**src/rtl/response_tree_pkg.sv**
```systemverilog
// rtl/response_tree_pkg.sv - shared sizing helpers for the response fan-in tree
package response_tree_pkg;

   localparam int CNT_WIDTH = 16;

   // Tree depth, which is also the width of the slave id carried to the root.
   function automatic int tree_levels(input int n);
      return (n < 2) ? 1 : $clog2(n);
   endfunction

   function automatic int level_nodes(input int n, input int lvl);
      return (n + (1 << lvl) - 1) >> lvl;
   endfunction

endpackage

```
**src/rtl/response_tree_node.sv**
```systemverilog
// rtl/response_tree_node.sv - two-input priority fan-in node with optional output register
module response_tree_node
   import response_tree_pkg::*;
#(
   parameter int DATA_WIDTH = 32,
   parameter int OPC_WIDTH  = 1,
   parameter int ID_WIDTH   = 4,
   parameter int SEL_BIT    = 0,
   parameter int REG        = 0
) (
   input  logic                  clk,
   input  logic                  rst,
   input  logic                  valid0,
   input  logic [DATA_WIDTH-1:0] data0,
   input  logic [OPC_WIDTH-1:0]  opc0,
   input  logic [ID_WIDTH-1:0]   id0,
   input  logic                  valid1,
   input  logic [DATA_WIDTH-1:0] data1,
   input  logic [OPC_WIDTH-1:0]  opc1,
   input  logic [ID_WIDTH-1:0]   id1,
   output logic                  valid,
   output logic [DATA_WIDTH-1:0] data,
   output logic [OPC_WIDTH-1:0]  opc,
   output logic [ID_WIDTH-1:0]   id
);

   logic                  valid_n;
   logic [DATA_WIDTH-1:0] data_n;
   logic [OPC_WIDTH-1:0]  opc_n;
   logic [ID_WIDTH-1:0]   id_n;

   // Input 0 has priority; payload is zeroed when neither side is valid.
   always_comb begin
      valid_n = valid0 | valid1;
      data_n  = '0;
      opc_n   = '0;
      id_n    = '0;
      if (valid0) begin
         data_n = data0;
         opc_n  = opc0;
         id_n   = id0;
      end else if (valid1) begin
         data_n        = data1;
         opc_n         = opc1;
         id_n          = id1;
         id_n[SEL_BIT] = 1'b1;
      end
   end

   if (REG != 0) begin : g_reg
      always_ff @(posedge clk or posedge rst) begin
         if (rst) begin
            valid <= 1'b0;
            data  <= '0;
            opc   <= '0;
            id    <= '0;
         end else begin
            valid <= valid_n;
            data  <= data_n;
            opc   <= opc_n;
            id    <= id_n;
         end
      end
   end else begin : g_comb
      logic unused_clk_rst;
      assign unused_clk_rst = clk ^ rst;
      assign valid = valid_n;
      assign data  = data_n;
      assign opc   = opc_n;
      assign id    = id_n;
   end

endmodule

```
**src/rtl/response_tree_pipe_pe.sv**
```systemverilog
// rtl/response_tree_pipe_pe.sv - pipelined priority response merge tree with collision flag and counter
module response_tree_pipe_pe
   import response_tree_pkg::*;
#(
   parameter int  N_SLAVE    = 16,
   parameter int  DATA_WIDTH = 32,
   parameter int  OPC_WIDTH  = 1,
   parameter int  REG_EVERY  = 2,
   localparam int ID_WIDTH   = tree_levels(N_SLAVE)
) (
   input  logic                                clk,
   input  logic                                rst,
   input  logic [N_SLAVE-1:0]                  data_r_valid_i,
   input  logic [N_SLAVE-1:0][DATA_WIDTH-1:0]  data_r_rdata_i,
   input  logic [N_SLAVE-1:0][OPC_WIDTH-1:0]   data_r_opc_i,
   output logic                                data_r_valid_o,
   output logic [DATA_WIDTH-1:0]               data_r_rdata_o,
   output logic [OPC_WIDTH-1:0]                data_r_opc_o,
   output logic [ID_WIDTH-1:0]                 data_r_id_o,
   input  logic                                clr_i,
   output logic                                collision_o,
   output logic [CNT_WIDTH-1:0]                resp_cnt_o
);

   localparam int LEVELS = ID_WIDTH;
   localparam int REG_DIV = (REG_EVERY == 0) ? 1 : REG_EVERY;

   // Row k holds the outputs of tree level k; row 0 is the raw slave inputs.
   logic                  lvl_valid [LEVELS+1][N_SLAVE];
   logic [DATA_WIDTH-1:0] lvl_data  [LEVELS+1][N_SLAVE];
   logic [OPC_WIDTH-1:0]  lvl_opc   [LEVELS+1][N_SLAVE];
   logic [ID_WIDTH-1:0]   lvl_id    [LEVELS+1][N_SLAVE];

   genvar k, j;

   for (j = 0; j < N_SLAVE; j++) begin : g_leaf
      assign lvl_valid[0][j] = data_r_valid_i[j];
      assign lvl_data[0][j]  = data_r_rdata_i[j];
      assign lvl_opc[0][j]   = data_r_opc_i[j];
      assign lvl_id[0][j]    = '0;
   end

   for (k = 1; k <= LEVELS; k++) begin : g_level
      localparam int NODES    = level_nodes(N_SLAVE, k);
      localparam int PREV     = level_nodes(N_SLAVE, k - 1);
      localparam int REG_HERE = (REG_EVERY != 0 && (k % REG_DIV) == 0) ? 1 : 0;

      for (j = 0; j < N_SLAVE; j++) begin : g_node
         if (j < NODES && (2 * j + 1) < PREV) begin : g_pair
            response_tree_node #(
               .DATA_WIDTH (DATA_WIDTH),
               .OPC_WIDTH  (OPC_WIDTH),
               .ID_WIDTH   (ID_WIDTH),
               .SEL_BIT    (k - 1),
               .REG        (REG_HERE)
            ) u_node (
               .clk    (clk),
               .rst    (rst),
               .valid0 (lvl_valid[k-1][2*j]),
               .data0  (lvl_data[k-1][2*j]),
               .opc0   (lvl_opc[k-1][2*j]),
               .id0    (lvl_id[k-1][2*j]),
               .valid1 (lvl_valid[k-1][2*j+1]),
               .data1  (lvl_data[k-1][2*j+1]),
               .opc1   (lvl_opc[k-1][2*j+1]),
               .id1    (lvl_id[k-1][2*j+1]),
               .valid  (lvl_valid[k][j]),
               .data   (lvl_data[k][j]),
               .opc    (lvl_opc[k][j]),
               .id     (lvl_id[k][j])
            );
         end else if (j < NODES) begin : g_pass
            // Unpaired node: wire straight through, but keep the level's flop so latency stays uniform.
            if (REG_HERE != 0) begin : g_reg
               logic                  valid_q;
               logic [DATA_WIDTH-1:0] data_q;
               logic [OPC_WIDTH-1:0]  opc_q;
               logic [ID_WIDTH-1:0]   id_q;
               always_ff @(posedge clk or posedge rst) begin
                  if (rst) begin
                     valid_q <= 1'b0;
                     data_q  <= '0;
                     opc_q   <= '0;
                     id_q    <= '0;
                  end else begin
                     valid_q <= lvl_valid[k-1][2*j];
                     data_q  <= lvl_data[k-1][2*j];
                     opc_q   <= lvl_opc[k-1][2*j];
                     id_q    <= lvl_id[k-1][2*j];
                  end
               end
               assign lvl_valid[k][j] = valid_q;
               assign lvl_data[k][j]  = data_q;
               assign lvl_opc[k][j]   = opc_q;
               assign lvl_id[k][j]    = id_q;
            end else begin : g_wire
               assign lvl_valid[k][j] = lvl_valid[k-1][2*j];
               assign lvl_data[k][j]  = lvl_data[k-1][2*j];
               assign lvl_opc[k][j]   = lvl_opc[k-1][2*j];
               assign lvl_id[k][j]    = lvl_id[k-1][2*j];
            end
         end else begin : g_empty
            assign lvl_valid[k][j] = 1'b0;
            assign lvl_data[k][j]  = '0;
            assign lvl_opc[k][j]   = '0;
            assign lvl_id[k][j]    = '0;
         end
      end
   end

   assign data_r_valid_o = lvl_valid[LEVELS][0];
   assign data_r_rdata_o = lvl_data[LEVELS][0];
   assign data_r_opc_o   = lvl_opc[LEVELS][0];
   assign data_r_id_o    = lvl_id[LEVELS][0];

   // v & (v-1) clears the lowest set bit, so anything left means two or more valids.
   logic multi_valid;
   assign multi_valid = |(data_r_valid_i & (data_r_valid_i - N_SLAVE'(1)));

   always_ff @(posedge clk or posedge rst) begin
      if (rst) begin
         collision_o <= 1'b0;
      end else if (clr_i) begin
         collision_o <= multi_valid;
      end else if (multi_valid) begin
         collision_o <= 1'b1;
      end
   end

   always_ff @(posedge clk or posedge rst) begin
      if (rst) begin
         resp_cnt_o <= '0;
      end else if (clr_i) begin
         resp_cnt_o <= '0;
      end else if (data_r_valid_o) begin
         resp_cnt_o <= resp_cnt_o + CNT_WIDTH'(1);
      end
   end

endmodule

```
**config.mk**
```make
export PLATFORM = sky130hd
export DESIGN_NAME = response_tree_pipe_pe
export DESIGN_NICKNAME = d
export VERILOG_FILES = /design/src/rtl/response_tree_pkg.sv /design/src/rtl/response_tree_node.sv /design/src/rtl/response_tree_pipe_pe.sv
export SDC_FILE = /design/constraint.sdc
export NUM_CORES = 1
export LEC_CHECK = 0
export ABC_AREA = 1
export BUFFER_PORTS_ARGS = -buffer_cell sky130_fd_sc_hd__buf_2
export CORE_AREA = 2 2 231 233
export DETAILED_ROUTE_END_ITERATION = 8
export DIE_AREA = 0 0 233 235
export GPL_ROUTABILITY_DRIVEN = 0
export PLACE_DENSITY = 0.44
export SYNTH_ARGS = -nofsm -noshare
export SYNTH_HDL_FRONTEND = slang
export SYNTH_SLANG_ARGS = --single-unit
```
**constraint.sdc**
```tcl
create_clock -name clk -period 8 [get_ports clk]
set_clock_uncertainty 0.05 [all_clocks]
set_input_delay 0.8 -clock clk [delete_from_list [all_inputs] [get_ports clk]]
set_output_delay 0.8 -clock clk [all_outputs]
set_load 0.05 [all_outputs]
```
==> qor.log, run 1 <==
INFO  timing         timing.setup.tns=0ns
INFO  cts            worst_skew_pair.late_latency=0.46ns
INFO  cts            cts_hold_buffers=0
INFO  timing         worst_pin_slew=1.26ns
INFO  detailed_routing routed-via-count=13.6k
INFO  global_routing grt_antenna_before_repair=6
INFO  floorplan      core-area=0.0522mm2
INFO  pwr            power_per_cell_area=166mW/mm2
INFO  global_routing number_of_global_route_vias_before_repair=14.0k
INFO  timing         setup_repair_after_global_routing_missed_its_margin=false
INFO  floorplan      number_of_rows_created_at_floorplan=84
INFO  cts            postCtsSetupBuffers=0
INFO  floorplan      start_util=22.0%
INFO  critical_path  data_required_time_of_the_critical_path=8.34ns
INFO  synth          post-synth-top-area-fraction=43.3%
INFO  floorplan      chipHeight=235um
INFO  run            drv_cap=0
INFO  detailed_routing detail_route.vias_per_cell=4.66
INFO  cts            cts_repair_resize_count=0
INFO  synth          synth_nets=2246
INFO  cells_and_area commonest_non_fill_non_tap_cell_in_the_layout=sky130_fd_sc_hd__nand2_1
INFO  global_routing grt_start_max_net_pins=84
INFO  timing         postLayoutSetupSlackWorst=5.09ns
INFO  status         outcome=complete, no violations
INFO  timing         final_worst_path_cycle_share=36.4%
INFO  cells_and_area areaGrowthSynthToFinish=35.4%
INFO  cts            max-clock-path-buffers=2
INFO  cts            cts_tree=yes
INFO  synth          synth.top_cells.by_area=sky130_fd_sc_hd__dfrtp_1, sky130_fd_sc_hd__nand2_1, sky130_fd_sc_hd__nand3_1, sky130_fd_sc_hd__buf_2, sky130_fd_sc_hd__clkbuf_1
INFO  global_routing globalRouteMet1Util=22.8%
INFO  global_routing grt_util_met2=35.8%
INFO  detailed_routing initialDrtViolationCount=797
INFO  global_routing global_route.peak_usage_layer=met2
INFO  global_routing overflow=0
INFO  cts            htree_levels=4
INFO  critical_path  critical_path_data_arrival_time=3.26ns
INFO  global_routing grt_first_pass_wirelength=81100um
INFO  floorplan      floorplan.die_area=0.0548mm2
INFO  timing         final_period_minus_worst_setup_slack=2.91ns
INFO  detailed_routing drcViolationCount=0
INFO  timing         setup-violations-final=0
INFO  cells_and_area share_of_post_route_cells_with_drive_strength_above_1=30.2%
INFO  worst_hold_path min_path_type=in2async
INFO  synth          synth_area_leader_cell=sky130_fd_sc_hd__dfrtp_1
INFO  cells_and_area final_core_util=29.8%
INFO  floorplan      ioPinCount=602
INFO  critical_path  worst_setup_path_start_kind=primary input
INFO  detailed_routing finalWirelength=54400um
INFO  global_routing groute.usage.overall=19.6%
INFO  global_routing grtUsageMet3=4.20%
INFO  timing         timing.fmax=343MHz
INFO  synth          yosys_register_bits=199
INFO  place          post-dp-hpwl=41700um
INFO  cells_and_area nets=2756
INFO  pwr            static-leakage-power=0.00841uW
INFO  cts            cts.root.buffer_cell=sky130_fd_sc_hd__clkbuf_16
INFO  cells_and_area layout_common_cells=sky130_fd_sc_hd__nand2_1, sky130_fd_sc_hd__buf_2, sky130_fd_sc_hd__nand3_1
INFO  critical_path  critical_path.endpoint_type=register
INFO  synth          yosysSeqAreaShare=43.3%
INFO  synth          synth.lib_cells_used.distinct=26
INFO  detailed_routing routed_wire_length_per_instance=18.7um
INFO  timing         hold_viol_final=0
INFO  synth          synthCells=1698
INFO  cells_and_area final_cell_area=0.0156mm2
INFO  place          port_buffers=601
INFO  cts            cts_sinks=199
INFO  place          placement.setup.worst_slack=4.65ns
INFO  detailed_routing route.antenna.remaining_nets=0
INFO  detailed_routing drt_pre_antenna_iters=5
INFO  cts            clkTransAtPathRegs=0.08ns
INFO  critical_path  critical_path_class=in2reg
INFO  cts            cts_inserted_buffers=17
INFO  place          post_dp_cell_area=0.0149mm2
INFO  synth          synth.avg_cell_area=6.77um2
INFO  timing         report.final.slew_viol_count=0
INFO  critical_path  critical_path.max_fanout=38
INFO  timing         slew_headroom=15.8%
INFO  floorplan      die_width=233um
INFO  pwr            largest_voltage_drop_on_the_vdd_net=0.000151V
INFO  synth          synthesis.area=0.0115mm2
INFO  synth          synth_warnings=0
[cells in the mapped netlist]
library cell and count:
sky130_fd_sc_hd__inv_1 29, sky130_fd_sc_hd__nor3_2 2, sky130_fd_sc_hd__inv_2 2, sky130_fd_sc_hd__nand3_1 516, sky130_fd_sc_hd__ha_1 1, sky130_fd_sc_hd__o21ai_1 2
sky130_fd_sc_hd__nor2_1 36, sky130_fd_sc_hd__nor2_4 7, sky130_fd_sc_hd__nor2_2 5, sky130_fd_sc_hd__a21oi_1 9, sky130_fd_sc_hd__buf_1 26, sky130_fd_sc_hd__o21a_1 2
sky130_fd_sc_hd__buf_6 3, sky130_fd_sc_hd__buf_4 2, sky130_fd_sc_hd__clkbuf_1 54, sky130_fd_sc_hd__dfrtp_1 199, sky130_fd_sc_hd__nand2_1 731, sky130_fd_sc_hd__nand4_1 3
sky130_fd_sc_hd__o21ai_0 10, sky130_fd_sc_hd__buf_2 42, sky130_fd_sc_hd__clkinv_1 7, sky130_fd_sc_hd__xnor2_1 1, sky130_fd_sc_hd__nor3_1 4, sky130_fd_sc_hd__xor2_1 1
sky130_fd_sc_hd__nand2_2 1, sky130_fd_sc_hd__o31ai_1 3
[routing by layer]
metal | up-vias | routed length, um
li1 | 6540 | -
met1 | 6521 | 21600
met2 | 454 | 28200
met3 | 62 | 3200
met4 | 4 | 1340
met5 | - | 22
[state kept, by name (all words and copies together), names as in the netlist]
| signal | count |
|---|---|
| collision_o | 1 |
| resp_cnt_o | 16 |
| g_level.g_node.g_pair.u_node.data | 160 |
| g_level.g_node.g_pair.u_node.opc | 5 |
| g_level.g_node.g_pair.u_node.valid | 5 |
| g_level.g_node.g_pair.u_node.id | 12 |
[critical path: stages]
cell	delay, ns
sky130_fd_sc_hd__buf_2	0.07
sky130_fd_sc_hd__buf_4	0.43
sky130_fd_sc_hd__clkinv_1	1.12
sky130_fd_sc_hd__nand2_1	0.39
sky130_fd_sc_hd__nor2_1	0.11
sky130_fd_sc_hd__nand2_1	0.07
sky130_fd_sc_hd__nand2_1	0.05
sky130_fd_sc_hd__nand2_1	0.08
sky130_fd_sc_hd__nor2_1	0.04
sky130_fd_sc_hd__nand3_1	0.07
[where the power goes]
| part | total [uW] | switching, uW | internal [uW] |
|---|---|---|---|
| Clock | 904 | 425 | 478 |
| Sequential | 1120 | 34.7 | 1090 |
| Combinational | 559 | 359 | 200 |
[path summary, 6_finish.rpt]
check	start	endpoint	slack (ns)	cells after the start
worst max-delay path	data_r_valid_i[8]	collision_o	5.09	10
worst min-delay path	rst	g_level[2].g_node[3].g_pair.u_node.data[26]	0.37	2
worst max register to register	g_level[2].g_node[1].g_pair.u_node.valid	g_level[4].g_node[0].g_pair.u_node.data[22]	5.69	3
worst min register to register	g_level[2].g_node[0].g_pair.u_node.data[13]	g_level[4].g_node[0].g_pair.u_node.data[13]	0.42	2
max in group asynchronous	rst	resp_cnt_o[3]	6.07	3
min in group clk	g_level[2].g_node[0].g_pair.u_node.data[13]	g_level[4].g_node[0].g_pair.u_node.data[13]	0.42	2
[stage by stage]
stage / instances / total power, uW / hold slack, ns
after floorplan: 1698 / 1440 / 0.388
after global placement: 2877 / 1710 / 0.413
after detailed placement: 2877 / 1710 / 0.413
after CTS: 2909 / 2630 / 0.392
after global routing: 2912 / 2730 / 0.403
final: 2912 / 2580 / 0.372
[layout make-up]
| cell class | instances | area [um2] |
|---|---|---|
| Fill cell | 5829 | 36700 |
| Multi-Input combinational cell | 1334 | 5810 |
| Sequential cell | 199 | 4980 |
| Timing Repair Buffer | 618 | 3140 |
| Tap cell | 688 | 861 |
| Clock buffer | 18 | 439 |
| Clock inverter | 14 | 165 |
| Inverter | 38 | 150 |
| Antenna cell | 3 | 7.51 |
[cell families after synthesis]
group / count (synthesis) / share of synthesized area, %
and+or+nand+nor: 1305 / 49.1
buffers and inverters: 165 / 6.11
adders and majority gates: 1 / 0.109
AOI/OAI and AO/OA: 26 / 1.24
DFF: 199 / 43.3
xor gates and xnor gates: 2 / 0.152
Power figures use the tool's default switching activity.
==> run 2, diff against run 1 <==
- ABC_AREA: 1 -> 0
- CORE_AREA: 2 2 231 233 -> 2 2 233 235
- DIE_AREA: 0 0 233 235 -> 0 0 235 237
- PLACE_DENSITY: 0.44 -> 0.43
- clock period: 8 -> 2.6 ns (I/O delays scaled with it)
==> run 2 against run 1 <==
Against the previous run: via count down 16%; largest power group unchanged; first-iteration DRC count down 26%; highest routed layer unchanged; global-route usage down 1.6 points.
==> qor.log, run 2 <==
INFO  status         outcome=complete, no violations
INFO  critical_path  worst_setup_path_start_kind=register
INFO  timing         final_worst_path_cycle_share=67.3%
INFO  cts            postCtsSetupBuffers=0 [unchanged]
INFO  critical_path  r2r-end=resp_cnt_o[14]
INFO  cts            worst_skew_pair.late_latency=0.46ns [about the same]
INFO  place          port_buffers=601 [unchanged]
INFO  critical_path  worst_path_dominant_cell_family=simple AND/OR/NAND/NOR gates
INFO  worst_hold_path start_point_of_the_worst_min_delay_path=data_r_rdata_i[415]
INFO  floorplan      floorplan.die_area=0.0557mm2 [+1.7%]
INFO  worst_hold_path min_path_type=in2reg
INFO  synth          synth.avg_cell_area=9.47um2 [+40%]
INFO  synth          synth_area_leader_cell=sky130_fd_sc_hd__dfrtp_1
INFO  synth          synth-async-reset-ratio=100% [unchanged]
INFO  synth          synth_edf_count=0 [unchanged]
INFO  pwr            static-leakage-power=0.00740uW [-12%]
INFO  detailed_routing detail_route.vias_per_cell=4.64 [-0.54%]
INFO  worst_hold_path timing.hold.worst_path_depth=3
INFO  pwr            internal_portion_of_total_power=5380uW [+200%]
INFO  critical_path  data_required_time_of_the_critical_path=2.93ns [-5.41 ns]
INFO  place          post-dp-hpwl=40900um [-2.0%]
INFO  timing         worst_pin_slew=0.797ns [-0.458 ns]
INFO  cells_and_area largest_register_ffs=160 [unchanged]
INFO  timing         postLayoutSetupSlackWorst=0.851ns [-4.24 ns]
INFO  floorplan      core-area=0.0533mm2 [+2.0%]
INFO  critical_path  critical_path_class=reg2reg
INFO  detailed_routing initialDrtViolationCount=592 [-26%]
INFO  critical_path  critical_path_data_arrival_time=2.08ns [-1.18 ns]
INFO  cells_and_area registers.top_by_ff_count=g_level.g_node.g_pair.u_node.data
INFO  floorplan      number_of_rows_created_at_floorplan=85 [+1.2%]
INFO  cts            cts.root.buffer_cell=sky130_fd_sc_hd__clkbuf_16
INFO  pwr            switching_share=32.3% [+0.55 points]
INFO  global_routing grt_start_max_net_pins=91 [+8.3%]
INFO  pwr            power_per_cell_area=494mW/mm2 [+200%]
INFO  timing         setup_repair_after_global_routing_missed_its_margin=false
INFO  cells_and_area final_cell_area=0.0160mm2 [+3.2%]
INFO  timing         setup-violations-final=0 [unchanged]
INFO  place          placement.setup.worst_slack=0.493ns [-4.15 ns]
INFO  cts            cts_repair_resize_count=0 [unchanged]
INFO  synth          synth_warnings=0 [unchanged]
INFO  floorplan      chipHeight=237um [+0.85%]
INFO  timing         slew_headroom=46.9% [+31 points]
INFO  critical_path  critical_path.max_fanout=4 [-89%]
INFO  critical_path  r2r.worst_path.cells=5 [+2]
INFO  cts            clkTransAtPathRegs=0.08ns [about the same]
INFO  pwr            switchingPower=2560uW [+210%]
INFO  critical_path  critical_path.endpoint_type=register
INFO  critical_path  cp.buffers_inverters=0 [-3]
INFO  detailed_routing drcViolationCount=0 [unchanged]
INFO  critical_path  setup.reg_to_reg.worst_slack=0.85ns [-4.84 ns]
INFO  worst_hold_path hold-path-endpoint=g_level[2].g_node[3].g_pair.u_node.data[31]
INFO  floorplan      start_util=19.9% [-2.1 points]
INFO  cells_and_area reg_top3=g_level.g_node.g_pair.u_node.data (160), resp_cnt_o (16), g_level.g_node.g_pair.u_node.id (12)
INFO  cells_and_area final_cells=2473 [-15%]
INFO  detailed_routing route.antenna.remaining_nets=0 [unchanged]
INFO  cts            max-clock-path-buffers=2 [unchanged]
INFO  pwr            power.share.sequential=44.4% [+1.0 points]
INFO  cells_and_area number_of_filler_cells_placed_in_the_layout=5643 [-3.2%]
INFO  cells_and_area final_core_util=30.1% [+0.34 points]
INFO  synth          synthCells=1118 [-34%]
INFO  timing         final_period_minus_worst_setup_slack=1.75ns
INFO  floorplan      die_width=235um [+0.86%]
INFO  detailed_routing finalWirelength=51300um [-5.6%]
INFO  synth          yosys_register_bits=199 [unchanged]
INFO  critical_path  critPathMaxStageDelay=0.45ns [-0.67 ns]
INFO  global_routing grt_first_pass_wirelength=74900um [-7.7%]
INFO  cells_and_area nets=2309 [-16%]
INFO  cells_and_area layout_common_cells=sky130_fd_sc_hd__buf_2, sky130_fd_sc_hd__dfrtp_1, sky130_fd_sc_hd__nand2_1
INFO  cts            cts_inserted_buffers=17 [unchanged]
INFO  critical_path  critical_path.slowest_cell=sky130_fd_sc_hd__or4b_1
INFO  timing         report.final.slew_viol_count=0 [unchanged]
INFO  cts            htree_levels=4 [unchanged]
INFO  pwr            design_power_total=7930uW [+210%]
INFO  detailed_routing drt_pre_antenna_iters=5 [unchanged]
INFO  critical_path  timing.rr.start=resp_cnt_o[0]
INFO  synth          synth_nets=1666 [-26%]
INFO  synth          yosysSeqAreaShare=47.0% [+3.7 points]
INFO  detailed_routing routed_wire_length_per_instance=20.8um [+11%]
INFO  cells_and_area share_of_post_route_cells_with_drive_strength_above_1=38.7% [+8.5 points]
INFO  cells_and_area areaGrowthSynthToFinish=51.6%
INFO  synth          synthesis.area=0.0106mm2 [-7.9%]
INFO  pwr            combPwrFrac=22.5% [+0.9 points]
INFO  global_routing groute.usage.overall=18.1% [-1.6 points]
INFO  cells_and_area commonest_non_fill_non_tap_cell_in_the_layout=sky130_fd_sc_hd__buf_2
INFO  synth          synthFlopType=sky130_fd_sc_hd__dfrtp_1
INFO  synth          post-synth-top-area-fraction=47.0% [+3.7 points]
INFO  cts            cts_sinks=199 [unchanged]
INFO  global_routing grt_antenna_before_repair=2 [-4]
INFO  place          post_dp_cell_area=0.0144mm2 [-3.9%]
INFO  timing         timing.fmax=572MHz
INFO  pwr            clock_power_share=33.1% [-1.9 points]
INFO  critical_path  setup.worst_path.start=resp_cnt_o[0]
INFO  synth          synth_commonest_cells=sky130_fd_sc_hd__dfrtp_1, sky130_fd_sc_hd__nand2_1, sky130_fd_sc_hd__nor2b_1, sky130_fd_sc_hd__o31ai_1, sky130_fd_sc_hd__a221oi_1
INFO  detailed_routing routed-via-count=11.5k [-16%]
INFO  global_routing overflow=0 [unchanged]
INFO  global_routing number_of_global_route_vias_before_repair=12.2k [-13%]
INFO  synth          yosysMostFrequentCell=sky130_fd_sc_hd__dfrtp_1
INFO  floorplan      ioPinCount=602 [unchanged]
INFO  place          placedCellCount=2327 [-19%]
INFO  critical_path  critical_path_cell_by_cell=ha_1, o211ai_2, nor2_1, or4b_1, a21oi_1
INFO  pwr            largest_voltage_drop_on_the_vdd_net=0.000500V [+230%]
INFO  cts            cts_tree=yes
INFO  synth          synth.lib_cells_used.distinct=41 [+58%]
INFO  run            drv_cap=0 [unchanged]
INFO  timing         hold_viol_final=0 [unchanged]
INFO  synth          synth.top_cells.by_area=sky130_fd_sc_hd__dfrtp_1, sky130_fd_sc_hd__a221oi_1, sky130_fd_sc_hd__o31ai_1, sky130_fd_sc_hd__nor2b_1, sky130_fd_sc_hd__nand2_1
-- run 2: power groups by stage --
stage	clock network, uW	logic (uW)	registers, uW
6_report	2630	1780	3520
4_1_cts	2750	1810	3550
3_5_place_dp	0	1670	3610
5_1_grt	2870	1950	3550
2_1_floorplan	0	671	3680
3_3_place_gp	0	1670	3620
-- run 2: area by class of cell --
cell class / count / area (um2) / share of cell area, %
diodes: 3 / 7.51 / 0.0468
clock buffers: 17 / 425 / 2.65
clock inverters: 15 / 143 / 0.889
inverters: 6 / 26.3 / 0.164
multi-input cells: 790 / 5120 / 31.9
flip-flops and latches: 199 / 4990 / 31.1
well taps: 696 / 871 / 5.43
repair buffers: 747 / 4470 / 27.8
-- run 2: logic make-up after synthesis --
family | synth area share (%)
multiplexers | 0.201
AND/OR/NAND/NOR | 19.9
adder cells (fa/ha/maj) | 0.118
XOR/XNOR | 0.910
AO/OA/AOI/OAI | 26.9
buffers and inverters | 4.87
flip-flops | 47.0
-- run 2: what timing repair did --
action / in CTS / in global routing
hold endpoints to repair: 126 / 0
hold buffers: 111 / 0
endpoints found under the setup margin: 0 / 0
-- run 2: worst max path at each step --
stage	endpoint	slack (ns)	cells past startpoint
2_1_floorplan	collision_o	-0.28	1
3_3_place_gp	collision_o	0.48	5
3_5_place_dp	g_level[2].g_node[2].g_pair.u_node.data[8]	0.49	6
4_1_cts	resp_cnt_o[14]	0.85	5
5_1_grt	resp_cnt_o[14]	0.72	5
6_report	resp_cnt_o[14]	0.85	5
-- run 2: tightest hold or removal path, stage by stage --
cell and delay [ns]:
sky130_fd_sc_hd__buf_2 0.08, sky130_fd_sc_hd__nand2_1 0.07, sky130_fd_sc_hd__o31ai_1 0.08
-- run 2: per-stage QoR --
step | TNS (ns) | hold slack (ns)
finish | 0 | 0.0164
global route | 0 | 0.00291
CTS | 0 | 0.000114
detailed placement | 0 | 0.245
global placement | 0 | 0.241
floorplan | -56.59 | 0.329
-- run 2: layer usage --
layer	vias up	routed length, um	global-route usage, %
met4	2	1440	5.87
met2	396	28000	34.5
met5	-	7	0
met3	55	2580	3.57
met1	5565	19300	19.8
li1	5453	-	-
==> run 3, diff against run 2 <==
- CORE_AREA: 2 2 233 235 -> 2 2 236 238
- DIE_AREA: 0 0 235 237 -> 0 0 238 240
- PLACE_DENSITY: 0.43 -> 0.41
- clock period: 2.6 -> 1.61 ns (I/O delays scaled with it)
==> run 3 against run 2 <==
Against the previous run: the flow now finishes with violations (negative hold slack); clock power up 69%; sequential power up 61%; first-iteration DRC count up 4.2%; cell area up 14%; global-route usage up 0.46 points; register-to-register slack worse by 0.81 ns; worst setup slack worse by 0.81 ns; hold slack worse by 0.084 ns; non-clock buffer count up 217; utilization up 3.4 points; maximum frequency up 11%; die area up 2.6%; critical path type unchanged; largest power group unchanged.
==> qor.log, run 3 (synthesis gave the netlist of run 2 again) <==
INFO  pwr            largest_voltage_drop_on_the_vdd_net=0.000841V [+68%]
INFO  global_routing grt_antenna_before_repair=1 [-1]
INFO  critical_path  critical_path.max_fanout=3 [-1]
INFO  timing         postLayoutSetupSlackWorst=0.0372ns [-0.814 ns]
INFO  critical_path  data_required_time_of_the_critical_path=1.98ns [-0.95 ns]
INFO  place          post-dp-hpwl=42000um [+2.8%]
INFO  timing         setup-violations-final=0 [unchanged]
INFO  cells_and_area layout_common_cells=sky130_fd_sc_hd__buf_2, sky130_fd_sc_hd__dlygate4sd3_1, sky130_fd_sc_hd__dfrtp_1
INFO  timing         setup_repair_after_global_routing_missed_its_margin=true
INFO  detailed_routing routed_wire_length_per_instance=20.2um [-2.8%]
INFO  critical_path  worst_setup_path_start_kind=register
INFO  detailed_routing met1Wirelength=20700um [+7.4%]
INFO  cells_and_area nets=2526 [+9.4%]
INFO  cts            htree_levels=4 [unchanged]
INFO  floorplan      number_of_rows_created_at_floorplan=86 [+1.2%]
INFO  cts            cts_sinks=199 [unchanged]
INFO  run            drv_cap=0 [unchanged]
INFO  detailed_routing finalWirelength=54400um [+6.0%]
INFO  global_routing grt_start_max_net_pins=74 [-19%]
INFO  floorplan      start_util=19.4% [-0.50 points]
INFO  timing         slew_headroom=59.0% [+12 points]
INFO  cells_and_area commonest_non_fill_non_tap_cell_in_the_layout=sky130_fd_sc_hd__buf_2
INFO  timing         final_period_minus_worst_setup_slack=1.57ns [-0.176 ns]
INFO  status         violations=negative hold slack
INFO  floorplan      core-area=0.0547mm2 [+2.6%]
INFO  cts            worst_skew_pair.late_latency=0.49ns [+0.03 ns]
INFO  detailed_routing wl_met3=2450um [-5.1%]
INFO  place          port_buffers=601 [unchanged]
INFO  pwr            static-leakage-power=0.00850uW [+15%]
INFO  timing         hold_viol_final=1 [+1]
INFO  pwr            combPwrFrac=25.7% [+3.2 points]
INFO  floorplan      ioPinCount=602 [unchanged]
INFO  detailed_routing drt_pre_antenna_iters=4 [-1]
INFO  detailed_routing initialDrtViolationCount=617 [+4.2%]
INFO  place          post_dp_cell_area=0.0151mm2 [+4.8%]
INFO  cells_and_area registers.top_by_ff_count=g_level.g_node.g_pair.u_node.data
INFO  cts            cts_tree=yes
INFO  pwr            switchingPower=4130uW [+61%]
INFO  cts            cts_inserted_buffers=17 [unchanged]
INFO  pwr            switching_share=30.4% [-1.9 points]
INFO  detailed_routing drcViolationCount=0 [unchanged]
INFO  cells_and_area final_cell_area=0.0183mm2 [+14%]
INFO  cts            max-clock-path-buffers=2 [unchanged]
INFO  cells_and_area largest_register_ffs=160 [unchanged]
INFO  status         outcome=finished, violations left
INFO  pwr            clock_power_share=32.7% [-0.4 points]
INFO  global_routing number_of_global_route_vias_before_repair=12.9k [+5.7%]
INFO  floorplan      die_width=238um [+1.3%]
INFO  timing         timing.fmax=636MHz [+11%]
INFO  place          placement.setup.worst_slack=-0.313ns [-0.806 ns]
INFO  timing         worst_pin_slew=0.615ns [-0.182 ns]
INFO  floorplan      chipHeight=240um [+1.3%]
INFO  critical_path  critical_path_class=reg2reg
INFO  cells_and_area areaGrowthSynthToFinish=72.9%
INFO  cells_and_area final_cells=2696 [+9.0%]
INFO  detailed_routing routed-via-count=12.4k [+7.7%]
INFO  pwr            internal_portion_of_total_power=9460uW [+76%]
INFO  cells_and_area number_of_filler_cells_placed_in_the_layout=5757 [+2.0%]
INFO  global_routing groute.usage.overall=18.5% [+0.46 points]
INFO  timing         report.final.slew_viol_count=0 [unchanged]
INFO  timing         final_worst_path_cycle_share=97.7% [+30 points]
INFO  worst_hold_path min_path_type=in2reg
INFO  critical_path  critical_path.endpoint_type=register
INFO  critical_path  critical_path_data_arrival_time=1.94ns [-0.14 ns]
INFO  pwr            power.share.sequential=41.6% [-2.8 points]
INFO  cells_and_area final_core_util=33.5% [+3.4 points]
INFO  global_routing overflow=0 [unchanged]
INFO  detailed_routing top_signal_layer_used=met4
INFO  detailed_routing route.antenna.remaining_nets=0 [unchanged]
INFO  cts            cts.root.buffer_cell=sky130_fd_sc_hd__clkbuf_16
INFO  pwr            power_per_cell_area=743mW/mm2 [+50%]
INFO  floorplan      floorplan.die_area=0.0571mm2 [+2.6%]
INFO  pwr            design_power_total=13600uW [+71%]
INFO  detailed_routing wl_met2=30200um [+7.8%]
INFO  place          placedCellCount=2411 [+3.6%]
INFO  detailed_routing detail_route.vias_per_cell=4.58 [-1.2%]
INFO  cts            clkTransAtPathRegs=0.07ns [about the same]
INFO  global_routing grt_first_pass_wirelength=77300um [+3.1%]
INFO  cells_and_area reg_top3=g_level.g_node.g_pair.u_node.data (160), resp_cnt_o (16), g_level.g_node.g_pair.u_node.id (12)
INFO  timing         fin_worst_hold_slack=-0.0681ns [-0.0845 ns]
INFO  cells_and_area share_of_post_route_cells_with_drive_strength_above_1=39.2% [+0.56 points]
## run 3: changes by cell type in the layout (fill, tap and decap cells not counted), moves of 3 or more
cell	delta
sky130_fd_sc_hd__o31ai_2	+3
sky130_fd_sc_hd__a221oi_1	-6
sky130_fd_sc_hd__dlygate4sd3_1	+134
sky130_fd_sc_hd__a221oi_2	+6
sky130_fd_sc_hd__buf_4	+68
sky130_fd_sc_hd__clkbuf_16	+3
sky130_fd_sc_hd__buf_12	+10
sky130_fd_sc_hd__o31ai_1	-3
## run 3: path summary, 6_finish.rpt
path                                                                   from                                     endpoint  slack [ns]  depth (start not counted)
worst max-delay path                                          resp_cnt_o[0]                               resp_cnt_o[14]        0.04                          5
worst min-delay path                                     data_r_rdata_i[37]   g_level[2].g_node[0].g_pair.u_node.data[5]       -0.07                          3
worst max register to register                                resp_cnt_o[0]                               resp_cnt_o[14]        0.04                          5
worst min register to register  g_level[2].g_node[0].g_pair.u_node.data[12]  g_level[4].g_node[0].g_pair.u_node.data[12]        0.40                          2
max in group asynchronous                                               rst  g_level[2].g_node[2].g_pair.u_node.data[19]        0.64                          5
min in group asynchronous                                               rst  g_level[2].g_node[0].g_pair.u_node.data[17]        0.19                          3
## run 3: power groups by stage
stage | clock (uW) | sequential (uW) | combinational (uW)
final | 4450 | 5660 | 3490
after global routing | 4850 | 5700 | 3800
after CTS | 4700 | 5700 | 3490
after detailed placement | 0 | 5790 | 2900
after global placement | 0 | 5810 | 2890
after floorplan | 0 | 5940 | 1080
## run 3: repair_timing
item | in CTS | in global routing
pin swaps | 0 | 6
gates resized for setup | 6 | 11
setup buffers | 2 | 3
endpoints found under the setup margin | 8 | 36
gates cloned | 0 | 3
endpoints found under the hold margin | 253 | 0
hold buffers | 246 | 0
## run 3: critical path, cell delays in order, from the launching register on
cell	delay, ns
sky130_fd_sc_hd__dfrtp_1	0.36
sky130_fd_sc_hd__ha_2	0.20
sky130_fd_sc_hd__o211ai_2	0.12
sky130_fd_sc_hd__nor2_2	0.17
sky130_fd_sc_hd__or4b_4	0.48
sky130_fd_sc_hd__a21oi_2	0.12
## run 3: cell type report
class                   count  area [um2]  share of cell area, %
multi-input cells         790        5190                   28.4
repair buffers            964        6620                   36.2
clock inverters            13         148                  0.807
clock buffers              19         443                   2.42
diodes                      1        2.50                 0.0137
flip-flops and latches    199        4990                   27.3
inverters                   6        26.3                  0.144
well taps                 704         881                   4.81
## run 3: metal layers
layer / up-vias / track usage, %
met2: 397 / 36.3
li1: 5888 / -
met5: - / 0
met4: 0 / 5.51
met3: 52 / 3.54
met1: 6018 / 20.0
## run 3: per-stage QoR
step	hold slack, ns	TNS [ns]
after floorplan	0.230	-235.09
after global placement	0.133	-1.69
after detailed placement	0.136	-1.95
after CTS	0.00235	0
after global routing	0.00183	-0.0691
final	-0.0681	0
